File: src/rtl/ita_activation_ctrl.sv
// Activation-unit sequencer: latches one tile config, feeds vectors into the fixed-latency
// activation datapath and buffers its results in a credit-managed output FIFO.
module ita_activation_ctrl #(
  parameter int unsigned N           = 16,
  parameter int unsigned ACT_LATENCY = 3,
  parameter int unsigned FIFO_DEPTH  = 4,
  parameter int unsigned LEN_W       = 16
) (
  input  logic             clk_i,
  input  logic             rst_ni,
  input  logic             cfg_valid_i,
  output logic             cfg_ready_o,
  input  logic [1:0]       cfg_activation_i,
  input  logic [LEN_W-1:0] cfg_len_i,
  input  logic             inp_valid_i,
  output logic             inp_ready_o,
  input  logic [N*8-1:0]   inp_data_i,
  output logic [N*8-1:0]   act_data_o,
  output logic [1:0]       act_activation_o,
  output logic             act_calc_en_o,
  output logic             act_calc_en_q_o,
  input  logic [N*8-1:0]   act_data_i,
  output logic             oup_valid_o,
  input  logic             oup_ready_i,
  output logic [N*8-1:0]   oup_data_o,
  output logic             busy_o,
  output logic             done_o
);

  localparam int unsigned DW    = N * 8;
  localparam int unsigned PTR_W = (FIFO_DEPTH > 1) ? $clog2(FIFO_DEPTH) : 1;
  localparam int unsigned CNT_W = $clog2(FIFO_DEPTH + 1);
  localparam int unsigned INF_W = $clog2(ACT_LATENCY + 2);

  if (ACT_LATENCY < 2) begin : g_lat_chk
    $error("ACT_LATENCY must be at least 2");
  end
  if (FIFO_DEPTH < ACT_LATENCY + 1) begin : g_depth_chk
    $error("FIFO_DEPTH must be at least ACT_LATENCY+1");
  end

  typedef enum logic [1:0] {IDLE, RUN, DRAIN} state_e;

  state_e             state_q, state_d;
  logic [LEN_W-1:0]   len_q, in_cnt_q, out_cnt_q;
  logic               zero_done_q;
  logic               vld_p0_q;
  logic [ACT_LATENCY-1:0] vld_pipe_q;
  logic [INF_W-1:0]   inflight;
  logic [31:0]        used;
  logic [DW-1:0]      mem [FIFO_DEPTH];
  logic [PTR_W-1:0]   wr_ptr_q, rd_ptr_q;
  logic [CNT_W-1:0]   fifo_cnt_q;
  logic               cfg_hs, accept, push, pop;

  assign cfg_hs = cfg_valid_i & cfg_ready_o;
  assign accept = inp_valid_i & inp_ready_o;
  assign push   = vld_pipe_q[ACT_LATENCY-1];
  assign pop    = oup_valid_o & oup_ready_i;

  // Beats from accept until FIFO push occupy a credit; a same-cycle pop is ignored.
  always_comb begin
    inflight = INF_W'(vld_p0_q);
    for (int i = 0; i < ACT_LATENCY; i++) begin
      inflight = inflight + INF_W'(vld_pipe_q[i]);
    end
  end

  assign used        = 32'(fifo_cnt_q) + 32'(inflight);
  assign inp_ready_o = (state_q == RUN) && (used < FIFO_DEPTH);
  assign cfg_ready_o = (state_q == IDLE);
  assign busy_o      = (state_q != IDLE);
  assign done_o      = ((state_q == DRAIN) && (out_cnt_q == len_q)) | zero_done_q;
  assign oup_valid_o = (fifo_cnt_q != '0);
  assign oup_data_o  = mem[rd_ptr_q];
  assign act_calc_en_o   = vld_p0_q;
  assign act_calc_en_q_o = vld_pipe_q[0];

  always_comb begin
    state_d = state_q;
    unique case (state_q)
      IDLE:    if (cfg_hs && (cfg_len_i != '0)) state_d = RUN;
      RUN:     if (accept && (in_cnt_q == len_q - LEN_W'(1))) state_d = DRAIN;
      DRAIN:   if (out_cnt_q == len_q) state_d = IDLE;
      default: state_d = IDLE;
    endcase
  end

  always_ff @(posedge clk_i or negedge rst_ni) begin
    if (!rst_ni) begin
      state_q          <= IDLE;
      len_q            <= '0;
      in_cnt_q         <= '0;
      out_cnt_q        <= '0;
      zero_done_q      <= 1'b0;
      act_activation_o <= 2'd0;
    end else begin
      state_q     <= state_d;
      zero_done_q <= cfg_hs && (cfg_len_i == '0);
      if (cfg_hs) begin
        len_q            <= cfg_len_i;
        act_activation_o <= cfg_activation_i;
        in_cnt_q         <= '0;
        out_cnt_q        <= '0;
      end else begin
        if (accept) in_cnt_q <= in_cnt_q + LEN_W'(1);
        if (pop)    out_cnt_q <= out_cnt_q + LEN_W'(1);
      end
    end
  end

  // Stage p0: accepted vector presented to the datapath; valid pipe mirrors its latency.
  always_ff @(posedge clk_i or negedge rst_ni) begin
    if (!rst_ni) begin
      act_data_o <= '0;
      vld_p0_q   <= 1'b0;
      vld_pipe_q <= '0;
    end else begin
      if (accept) act_data_o <= inp_data_i;
      vld_p0_q   <= accept;
      vld_pipe_q <= {vld_pipe_q[ACT_LATENCY-2:0], vld_p0_q};
    end
  end

  // Output FIFO: no bypass, so a push into an empty FIFO is visible the next cycle.
  always_ff @(posedge clk_i) begin
    if (push) mem[wr_ptr_q] <= act_data_i;
  end

  always_ff @(posedge clk_i or negedge rst_ni) begin
    if (!rst_ni) begin
      wr_ptr_q   <= '0;
      rd_ptr_q   <= '0;
      fifo_cnt_q <= '0;
    end else begin
      if (push) wr_ptr_q <= (wr_ptr_q == PTR_W'(FIFO_DEPTH - 1)) ? '0 : wr_ptr_q + PTR_W'(1);
      if (pop)  rd_ptr_q <= (rd_ptr_q == PTR_W'(FIFO_DEPTH - 1)) ? '0 : rd_ptr_q + PTR_W'(1);
      unique case ({push, pop})
        2'b10:   fifo_cnt_q <= fifo_cnt_q + CNT_W'(1);
        2'b01:   fifo_cnt_q <= fifo_cnt_q - CNT_W'(1);
        default: fifo_cnt_q <= fifo_cnt_q;
      endcase
    end
  end

  a_no_overflow: assert property (@(posedge clk_i) disable iff (!rst_ni)
    !(push && !pop && (fifo_cnt_q == CNT_W'(FIFO_DEPTH))));
  a_no_underflow: assert property (@(posedge clk_i) disable iff (!rst_ni)
    !(pop && (fifo_cnt_q == '0)));

endmodule
File: config.mk
export PLATFORM = sky130hd
export DESIGN_NAME = ita_activation_ctrl
export DESIGN_NICKNAME = d
export VERILOG_FILES = /design/src/rtl/ita_activation_ctrl.sv
export SDC_FILE = /design/constraint.sdc
export NUM_CORES = 1
export LEC_CHECK = 0
export BUFFER_PORTS_ARGS = -buffer_cell sky130_fd_sc_hd__buf_2
export CORE_UTILIZATION = 59
export CTS_CLUSTER_DIAMETER = 50
export CTS_CLUSTER_SIZE = 10
export DETAILED_ROUTE_END_ITERATION = 8
export PLACE_DENSITY = 0.88
export SLEW_MARGIN = 0
export SYNTH_ARGS = -nofsm -noshare
export SYNTH_HDL_FRONTEND = slang
export SYNTH_SLANG_ARGS = --single-unit
File: constraint.sdc
create_clock -name clk_i -period 8.2 [get_ports clk_i]
set_input_delay 0.82 -clock clk_i [delete_from_list [all_inputs] [get_ports clk_i]]
set_output_delay 0.82 -clock clk_i [all_outputs]
set_load 0.03 [all_outputs]
==> flow_summary.json, run 1 <==
{
  "syn-num-nets": 1878,
  "p_comb_share_pct": 36.1,
  "outcome": "completed",
  "p_switching_uw": 5084,
  "gr-total-overflow": 0,
  "place_inst": 2660,
  "timing.rr.start": "vld_pipe_q[2]",
  "drc": 0,
  "ys_ff_latch": 704,
  "vias_per_cell": 5.855,
  "cts.sinks": 704,
  "die_h_um": 215.7,
  "final_common_cell": "buf_2",
  "fin_cells": 2805,
  "clk_transition_reported_paths_ns": 0.05,
  "postCtsSetupRepairBufs": 0,
  "drtAntennaViolNets": 0,
  "max_cap_violations": 0,
  "power-per-cell-area_nw_per_um2": 403.3,
  "via_count": 16423,
  "cts_tree": "done",
  "start_util_pct": 60.39,
  "routedWlPerCell_um": 25.64,
  "antenna_found_initial": 38,
  "die_area_um2": 46520,
  "p_leak_uw": 0.01310,
  "dr.pass1.iters": 6,
  "postCtsResizedCells": 0,
  "r2r-end": "act_data_o[121]",
  "rrSetupSlack_ns": 4.70,
  "synth_top_flop_cell": "edfxtp_1",
  "utilization_pct": 73.05,
  "cp_max_fo": 69,
  "period_minus_slack_ns": 4.121,
  "core_um2": 44610,
  "clk-insertion-delay-late_ns": 0.62,
  "r2r_cells": 9,
  "track_usage_pct": 31.25,
  "p_seq_share_pct": 39.3,
  "htree_levels": 3,
  "drv_slew": 0,
  "ios": 544,
  "tightestPinTransition_ns": 1.079,
  "post_synth_inst_count": 1586,
  "area_growth_pct": 20.97,
  "path_class": "flip-flop to output port",
  "wl_um": 71920,
  "final_cell_mix": "buf_2, edfxtp_1, nand2_1",
  "hpwl_um": 46010,
  "final_hold_viol_count": 0,
  "cp-start-kind": "flip-flop",
  "crit_required_ns": 7.38,
  "nNetsFinal": 2444,
  "synth_top_area_share_pct": 57.07,
  "ys_top_cells_by_area": "edfxtp_1, dfrtp_1, mux4_2, nand2_1, xnor2_1",
  "gp_congestion": 0.9530,
  "first_global_vias": 17117,
  "avgSynthCellArea_um2": 16.99,
  "end_kind": "output port",
  "ir_drop_uv": 341.1,
  "dp_slack_ns": 4.727,
  "netSwitchingFraction_pct": 38.68,
  "ctsRootBufferMaster": "clkbuf_16",
  "grt_first_pass_wirelength_um": 106500,
  "internal_power_uw": 8059,
  "fmax_mhz": 242.7,
  "fin_skew_ns": 0.01816,
  "hold_path_class": "primary input to asynchronous set/reset pin",
  "ys_seq_area_share_pct": 74.91,
  "grt_max_degree": 120,
  "std_cell_rows": 77,
  "slew_headroom_pct": 28.05,
  "nFillCells": 2680,
  "setup_viol": 0,
  "die_w_um": 215.7,
  "cts_hold_buf": 0,
  "synthArstFlopShare_pct": 27.27,
  "p_total_uw": 13140,
  "numPortBuffers": 543,
  "drive_gt1_share_pct": 37.33,
  "drtIter0Drc": 1690,
  "cts_buffer_depth": 3,
  "p_clk_share_pct": 24.6,
  "layout_setup_ws_ns": 4.079,
  "synth_edf_count": 512,
  "crit_arrival_ns": 3.30,
  "synthDistinctLibCells": 59,
  "fin_tns_setup_ns": 0,
  "syn-cell-area_um2": 26940,
  "numCtsBuffers": 82,
  "grt_setup_unrepaired": "no",
  "period_share_pct": 50.26,
  "ys_warn_count": 0,
  "yosysTopAreaCell": "edfxtp_1"
}
Yosys cell counts, types with 2 or more instances:
library cell,number
a211o_1,2
a21oi_1,8
and2_1,5
and3_1,5
and4_1,2
buf_1,14
buf_2,28
buf_6,2
clkbuf_1,31
dfrtp_1,192
edfxtp_1,512
fa_1,2
ha_1,11
inv_1,18
mux2_2,17
mux2i_1,2
mux4_2,128
nand2_1,401
nand3_1,8
nand4_1,15
nand4b_1,2
nor2_1,38
nor2b_1,4
nor3_1,7
nor3b_2,2
nor4_1,7
nor4b_1,2
o211ai_1,5
o21ai_0,14
o31ai_1,2
or3_1,9
or4_1,3
xnor2_1,45
xor2_1,18
critical path: stages (launching register included):
cell and delay (ns):
dfrtp_4 1.02, buf_4 0.84, mux4_2 0.44, buf_2 0.20
cells by family (layout without fill, tap and decap cells):
logic type | after synthesis | after routing | share of synthesized area [%]
and+or+nand+nor | 521 | 521 | 8.309
DFF | 704 | 704 | 74.91
muxes | 148 | 148 | 11.53
adders and majority gates | 13 | 13 | 0.6595
buffers and inverters | 94 | 699 | 1.496
AOI/OAI and AO/OA | 43 | 43 | 1.050
xor gates and xnor gates | 63 | 63 | 2.048
other | 0 | 22 | 0
worst max-delay path by stage:
stage / startpoint / endpoint / slack, ns
2_1_floorplan: wr_ptr_q[0] / mem[0][0] / 4.14
3_3_place_gp: rd_ptr_q[1] / oup_data_o[89] / 4.76
3_5_place_dp: rd_ptr_q[1] / oup_data_o[20] / 4.73
4_1_cts: rd_ptr_q[1] / oup_data_o[89] / 4.04
5_1_grt: rd_ptr_q[1] / oup_data_o[47] / 3.99
6_report: rd_ptr_q[1] / oup_data_o[102] / 4.08
metal layers:
layer  part of all wire [%]  GRT usage (%)  up-vias
met5                   0.16              0        -
met2                     51          53.05      918
li1                       -              -     6998
met4                    5.1          15.72       18
met3                    8.5          7.526      188
met1                     35          37.50     8301
power groups by stage:
stage / logic, uW / clock network [uW] / registers, uW
2_1_floorplan: 2850 / 0 / 5640
3_3_place_gp: 4630 / 0 / 5160
3_5_place_dp: 4730 / 0 / 5190
4_1_cts: 4770 / 3270 / 5160
5_1_grt: 5010 / 3410 / 5240
6_report: 4740 / 3230 / 5170
area by class of cell:
cell class,count,area [um^2],share of cell area [%]
Antenna cell,22,55.05,0.1689
Clock buffer,109,2163,6.639
Sequential cell,704,20190,61.95
Clock inverter,14,156.4,0.4800
Multi-Input combinational cell,788,6366,19.54
Tap cell,592,740.7,2.273
Timing Repair Buffer,557,2844,8.728
Inverter,19,73.82,0.2265
state kept, by name, summed over array words and instances, names as in the netlist:
register,cells
zero_done_q,1
wr_ptr_q,2
rd_ptr_q,2
in_cnt_q,16
act_calc_en_o,1
act_activation_o,2
vld_pipe_q,3
len_q,16
fifo_cnt_q,3
act_data_o,128
out_cnt_q,16
state_q,2
mem,512
per-stage QoR:
| stage | area [um^2] | hold slack [ns] |
|---|---|---|
| 2_1_floorplan | 26940 | 0.3539 |
| 6_report | 32590 | 0.3312 |
| 3_3_place_gp | 30210 | 0.3700 |
| 4_1_cts | 32530 | 0.3719 |
| 5_1_grt | 32580 | 0.3918 |
| 3_5_place_dp | 30210 | 0.3649 |
Power figures use the tool's default switching activity.
==> run 2: changes to the inputs <==
--- a/config.mk
+++ b/config.mk
@@ -6,11 +6,11 @@
 export NUM_CORES = 1
 export LEC_CHECK = 0
 export BUFFER_PORTS_ARGS = -buffer_cell sky130_fd_sc_hd__buf_2
-export CORE_UTILIZATION = 59
+export CORE_UTILIZATION = 49
 export CTS_CLUSTER_DIAMETER = 50
 export CTS_CLUSTER_SIZE = 10
 export DETAILED_ROUTE_END_ITERATION = 8
-export PLACE_DENSITY = 0.88
+export PLACE_DENSITY = 0.78
 export SLEW_MARGIN = 0
 export SYNTH_ARGS = -nofsm -noshare
 export SYNTH_HDL_FRONTEND = slang
==> constraint.sdc (replaced) <==
create_clock -name clk_i -period 3.5 [get_ports clk_i]
set_input_delay 0.35 -clock clk_i [delete_from_list [all_inputs] [get_ports clk_i]]
set_output_delay 0.35 -clock clk_i [all_outputs]
set_load 0.03 [all_outputs]
==> flow_summary.json, run 2 (synthesis results as in run 1) <==
{
  "first_global_vias": 18566,
  "cts_tree": "done",
  "grt_max_degree": 88,
  "numPortBuffers": 543,
  "drc": 0,
  "antenna_found_initial": 20,
  "cp_slowest_stage_delay_ns": 0.55,
  "wl_met3_um": 6294,
  "die_h_um": 236.5,
  "ios": 544,
  "slew_headroom_pct": 28.99,
  "highest_layer": "met5",
  "nNetsFinal": 2739,
  "numCtsBuffers": 84,
  "die_area_um2": 55920,
  "vias_per_cell": 5.442,
  "path_class": "flip-flop to flip-flop",
  "nFillCells": 3613,
  "die_w_um": 236.5,
  "dp_slack_ns": 0.5871,
  "fmax_mhz": 342.6,
  "critPathSlowestCell": "o211ai_1",
  "placed_area_um2": 30580,
  "fin_tns_setup_ns": 0,
  "met1_length_um": 26960,
  "regMostFlops": "mem",
  "setup_viol": 0,
  "multi_input_area_um2": 6366,
  "final_cell_mix": "buf_2, edfxtp_1, nand2_1",
  "drive_gt1_share_pct": 33.87,
  "dr.pass1.iters": 7,
  "cts.sinks": 704,
  "clk-insertion-delay-late_ns": 0.63,
  "period_minus_slack_ns": 2.919,
  "area.sequential_um2": 20190,
  "start_util_pct": 49.86,
  "drtIter0Drc": 1037,
  "wl_um": 74640,
  "p_leak_uw": 0.01441,
  "cts_buffer_depth": 3,
  "core_um2": 54030,
  "ctsRootBufferMaster": "clkbuf_16",
  "cp_max_fo": 31,
  "largest_reg_flops": 512,
  "crit_required_ns": 4.06,
  "via_count": 17381,
  "power-per-cell-area_nw_per_um2": 880.0,
  "final_common_cell": "buf_2",
  "gp_congestion": 0.9211,
  "critPathBufInv": 2,
  "fin_skew_ns": 0.02288,
  "end_kind": "flip-flop",
  "hpwl_um": 46880,
  "drtAntennaViolNets": 0,
  "cp-start-kind": "flip-flop",
  "grt_setup_unrepaired": "no",
  "p_total_uw": 31490,
  "crit_arrival_ns": 3.48,
  "stdcell_area_um2": 35790,
  "drv_slew": 0,
  "ir_drop_uv": 791.5,
  "period_share_pct": 83.39,
  "outcome": "completed",
  "gr-total-overflow": 0,
  "clk_transition_reported_paths_ns": 0.05,
  "track_usage_pct": 26.86,
  "hold_path_class": "primary input to flip-flop",
  "area_growth_pct": 32.86,
  "htree_levels": 3,
  "holdWs_ns": 0.1631,
  "met2_length_um": 37960,
  "path_delay_family": "buffers and inverters",
  "layout_setup_ws_ns": 0.5814,
  "largestRegisters": "mem (512), act_data_o (128)",
  "rrSetupSlack_ns": 0.58,
  "postCtsSetupRepairBufs": 0,
  "tightestPinTransition_ns": 1.065,
  "final_hold_viol_count": 0,
  "path_cells": "fa_1, ha_1, a21oi_1, o211ai_1, buf_4, buf_4, nand2_1, nand2_1",
  "max_cap_violations": 0,
  "grt_first_pass_wirelength_um": 112000,
  "std_cell_rows": 85,
  "routedWlPerCell_um": 23.37
}
[run 2: path summary, 6_finish.rpt]
path | cells after the start | to | start
setup / recovery | 8 | act_data_o[13] | vld_pipe_q[2]
setup reg to reg | 8 | act_data_o[13] | vld_pipe_q[2]
hold / removal | 3 | state_q[0] | cfg_valid_i
hold reg to reg | 0 | vld_pipe_q[2] | vld_pipe_q[1]
max in group asynchronous | 3 | act_data_o[59] | rst_ni
min in group asynchronous | 2 | act_activation_o[0] | rst_ni
[run 2: final cells by class]
type	count	area share (%)
diodes	18	0.1259
clock buffers	107	6.349
clock inverters	12	0.3985
inverters	19	0.2063
multi-input cells	788	17.79
flip-flops and latches	704	56.40
well taps	696	2.433
repair buffers	850	16.29
[run 2: tightest hold or removal path: stages]
cell and delay [ns]:
buf_2 0.12, a21oi_1 0.09, nor3b_2 0.15
[run 2: power by group]
group	internal [uW]	switching [uW]	total (uW)
Sequential	10900	1140	12100
Combinational	3960	7700	11700
Clock	4540	3240	7780
[run 2: metrics by stage]
step                util, %  instances
floorplan                 -       1586
global placement      56.60       2782
detailed placement    56.60       2782
CTS                   66.16       3176
global route          66.23       3191
finish                66.24       3194
[run 2: metal layers]
metal	global-route usage [%]	up-vias
met2	45.61	855
met5	0	-
met3	7.111	158
li1	-	7584
met4	13.77	4
met1	31.52	8780
[run 2: timing repair]
action / 4_1_cts / 5_1_grt
endpoints found under the setup margin: 0 / 0
resized for setup: 0 / 0
endpoints found under the hold margin: 741 / 0
hold buffers: 275 / 0
==> run 3: changes to the inputs <==
--- a/config.mk
+++ b/config.mk
@@ -6,11 +6,11 @@
 export NUM_CORES = 1
 export LEC_CHECK = 0
 export BUFFER_PORTS_ARGS = -buffer_cell sky130_fd_sc_hd__buf_2
-export CORE_UTILIZATION = 49
+export CORE_UTILIZATION = 55
 export CTS_CLUSTER_DIAMETER = 50
 export CTS_CLUSTER_SIZE = 10
 export DETAILED_ROUTE_END_ITERATION = 8
-export PLACE_DENSITY = 0.78
+export PLACE_DENSITY = 0.83
 export SLEW_MARGIN = 0
 export SYNTH_ARGS = -nofsm -noshare
 export SYNTH_HDL_FRONTEND = slang
==> constraint.sdc (replaced) <==
create_clock -name clk_i -period 3 [get_ports clk_i]
set_input_delay 0.3 -clock clk_i [delete_from_list [all_inputs] [get_ports clk_i]]
set_output_delay 0.3 -clock clk_i [all_outputs]
set_load 0.03 [all_outputs]
==> flow_summary.json, run 3 (synthesis results as in run 1) <==
{
  "fin_skew_ns": 0.02833,
  "ir_drop_uv": 714.8,
  "fin_cells": 3110,
  "ctsRootBufferMaster": "clkbuf_16",
  "std_cell_rows": 80,
  "routedWlPerCell_um": 26.36,
  "first_global_vias": 19439,
  "p_comb_share_pct": 38.3,
  "slew_headroom_pct": 34.54,
  "drtAntennaViolNets": 0,
  "whs_endpoint": "state_q[0]",
  "stdcell_area_um2": 35760,
  "antenna_found_initial": 14,
  "gr-total-overflow": 0,
  "p_switching_uw": 14680,
  "p_clk_share_pct": 23.8,
  "die_h_um": 223.3,
  "die_area_um2": 49870,
  "cp-start-kind": "flip-flop",
  "timing.rr.start": "vld_pipe_q[2]",
  "gp_congestion": 0.9382,
  "largestRegisters": "mem (512), act_data_o (128)",
  "die_w_um": 223.3,
  "netSwitchingFraction_pct": 39.32,
  "area_growth_pct": 32.76,
  "drtIter0Drc": 1662,
  "min_path_cells": 3,
  "grt_setup_unrepaired": "no",
  "path_class": "flip-flop to output port",
  "hp-start": "cfg_valid_i",
  "ios": 544,
  "drive_gt1_share_pct": 33.84,
  "drv_slew": 0,
  "holdWs_ns": 0.05460,
  "wl_um": 81980,
  "fin_tns_setup_ns": 0,
  "power-per-cell-area_nw_per_um2": 1044,
  "period_minus_slack_ns": 2.828,
  "regMostFlops": "mem",
  "fmax_mhz": 353.6,
  "internal_power_uw": 22660,
  "grt_first_pass_wirelength_um": 120100,
  "track_usage_pct": 32.98,
  "hold_path_class": "primary input to flip-flop",
  "cp_max_fo": 16,
  "numCtsBuffers": 82,
  "r2r_cells": 10,
  "placed_area_um2": 30640,
  "cts.sinks": 704,
  "max_cap_violations": 0,
  "cts_tree": "done",
  "core_um2": 48050,
  "final_hold_viol_count": 0,
  "largest_reg_flops": 512,
  "place_inst": 2703,
  "p_leak_uw": 0.01444,
  "drc": 0,
  "tightestPinTransition_ns": 0.9818,
  "crit_start": "rd_ptr_q[0]",
  "nNetsFinal": 2743,
  "r2r-end": "in_cnt_q[2]",
  "p_seq_share_pct": 37.8,
  "hpwl_um": 46360,
  "period_share_pct": 94.27,
  "crit_arrival_ns": 2.53,
  "start_util_pct": 56.07,
  "crit_required_ns": 2.70,
  "dr.pass1.iters": 5,
  "setup_viol": 0,
  "final_common_cell": "buf_2",
  "cts_buffer_depth": 3,
  "rrSetupSlack_ns": 0.25,
  "numPortBuffers": 543,
  "end_kind": "output port",
  "vias_per_cell": 5.821,
  "grt_max_degree": 131,
  "clk_transition_reported_paths_ns": 0.06,
  "final_cell_mix": "buf_2, edfxtp_1, nand2_1",
  "outcome": "completed",
  "via_count": 18102,
  "htree_levels": 3,
  "clk-insertion-delay-late_ns": 0.63
}
run 3: layout make-up:
type | count | area [um^2]
Antenna cell | 13 | 32.53
Clock buffer | 106 | 2183
Clock inverter | 9 | 102.6
Fill cell | 2750 | 12280
Inverter | 19 | 73.82
Multi-Input combinational cell | 788 | 6366
Sequential cell | 704 | 20190
Tap cell | 615 | 769.5
Timing Repair Buffer | 856 | 6048
run 3: critical path, cell delays in order (launching register included):
cell and delay (ns):
dfrtp_4 0.72, buf_4 0.38, mux4_2 0.59, buf_2 0.21
run 3: power by group through the flow:
stage               Clock (uW)  Sequential, uW  Combinational [uW]
floorplan                    0           15300                7790
global placement             0           14000               13200
detailed placement           0           14100               13500
CTS                       8910           14000               13900
global route              9340           14300               15000
finish                    8900           14100               14300
run 3: what timing repair did:
item | in CTS | in global routing
gates resized for setup | 0 | 2
hold buffers | 275 | 0
pin swaps | 0 | 1
setup endpoints to repair | 4 | 3
gates cloned | 0 | 1
endpoints found under the hold margin | 723 | 0
setup buffers | 1 | 2
run 3: stage by stage:
| step | setup slack [ns] | util [%] | total power, uW |
|---|---|---|---|
| 2_1_floorplan | 0.3651 | - | 23110 |
| 4_1_cts | 0.1683 | 74.30 | 36830 |
| 3_5_place_dp | 0.2001 | 63.77 | 27590 |
| 5_1_grt | 0.03456 | 74.43 | 38610 |
| 3_3_place_gp | 0.2560 | 63.77 | 27270 |
| 6_report | 0.1718 | 74.43 | 37340 |
run 3: worst max-delay path by stage:
stage	end	slack (ns)	depth (start not counted)
floorplan	mem[2][0]	0.37	3
global placement	in_cnt_q[2]	0.26	9
detailed placement	in_cnt_q[5]	0.20	8
CTS	oup_data_o[103]	0.17	3
global route	in_cnt_q[2]	0.03	10
finish	oup_data_o[101]	0.17	3
run 3: layer usage:
| metal | up-vias | global-route usage [%] | wire (um) |
|---|---|---|---|
| met5 | - | 0 | 13 |
| met4 | 2 | 22.03 | 5799 |
| met3 | 296 | 8.165 | 7212 |
| met2 | 1141 | 56.25 | 41550 |
| met1 | 9072 | 36.85 | 27400 |
| li1 | 7591 | - | - |
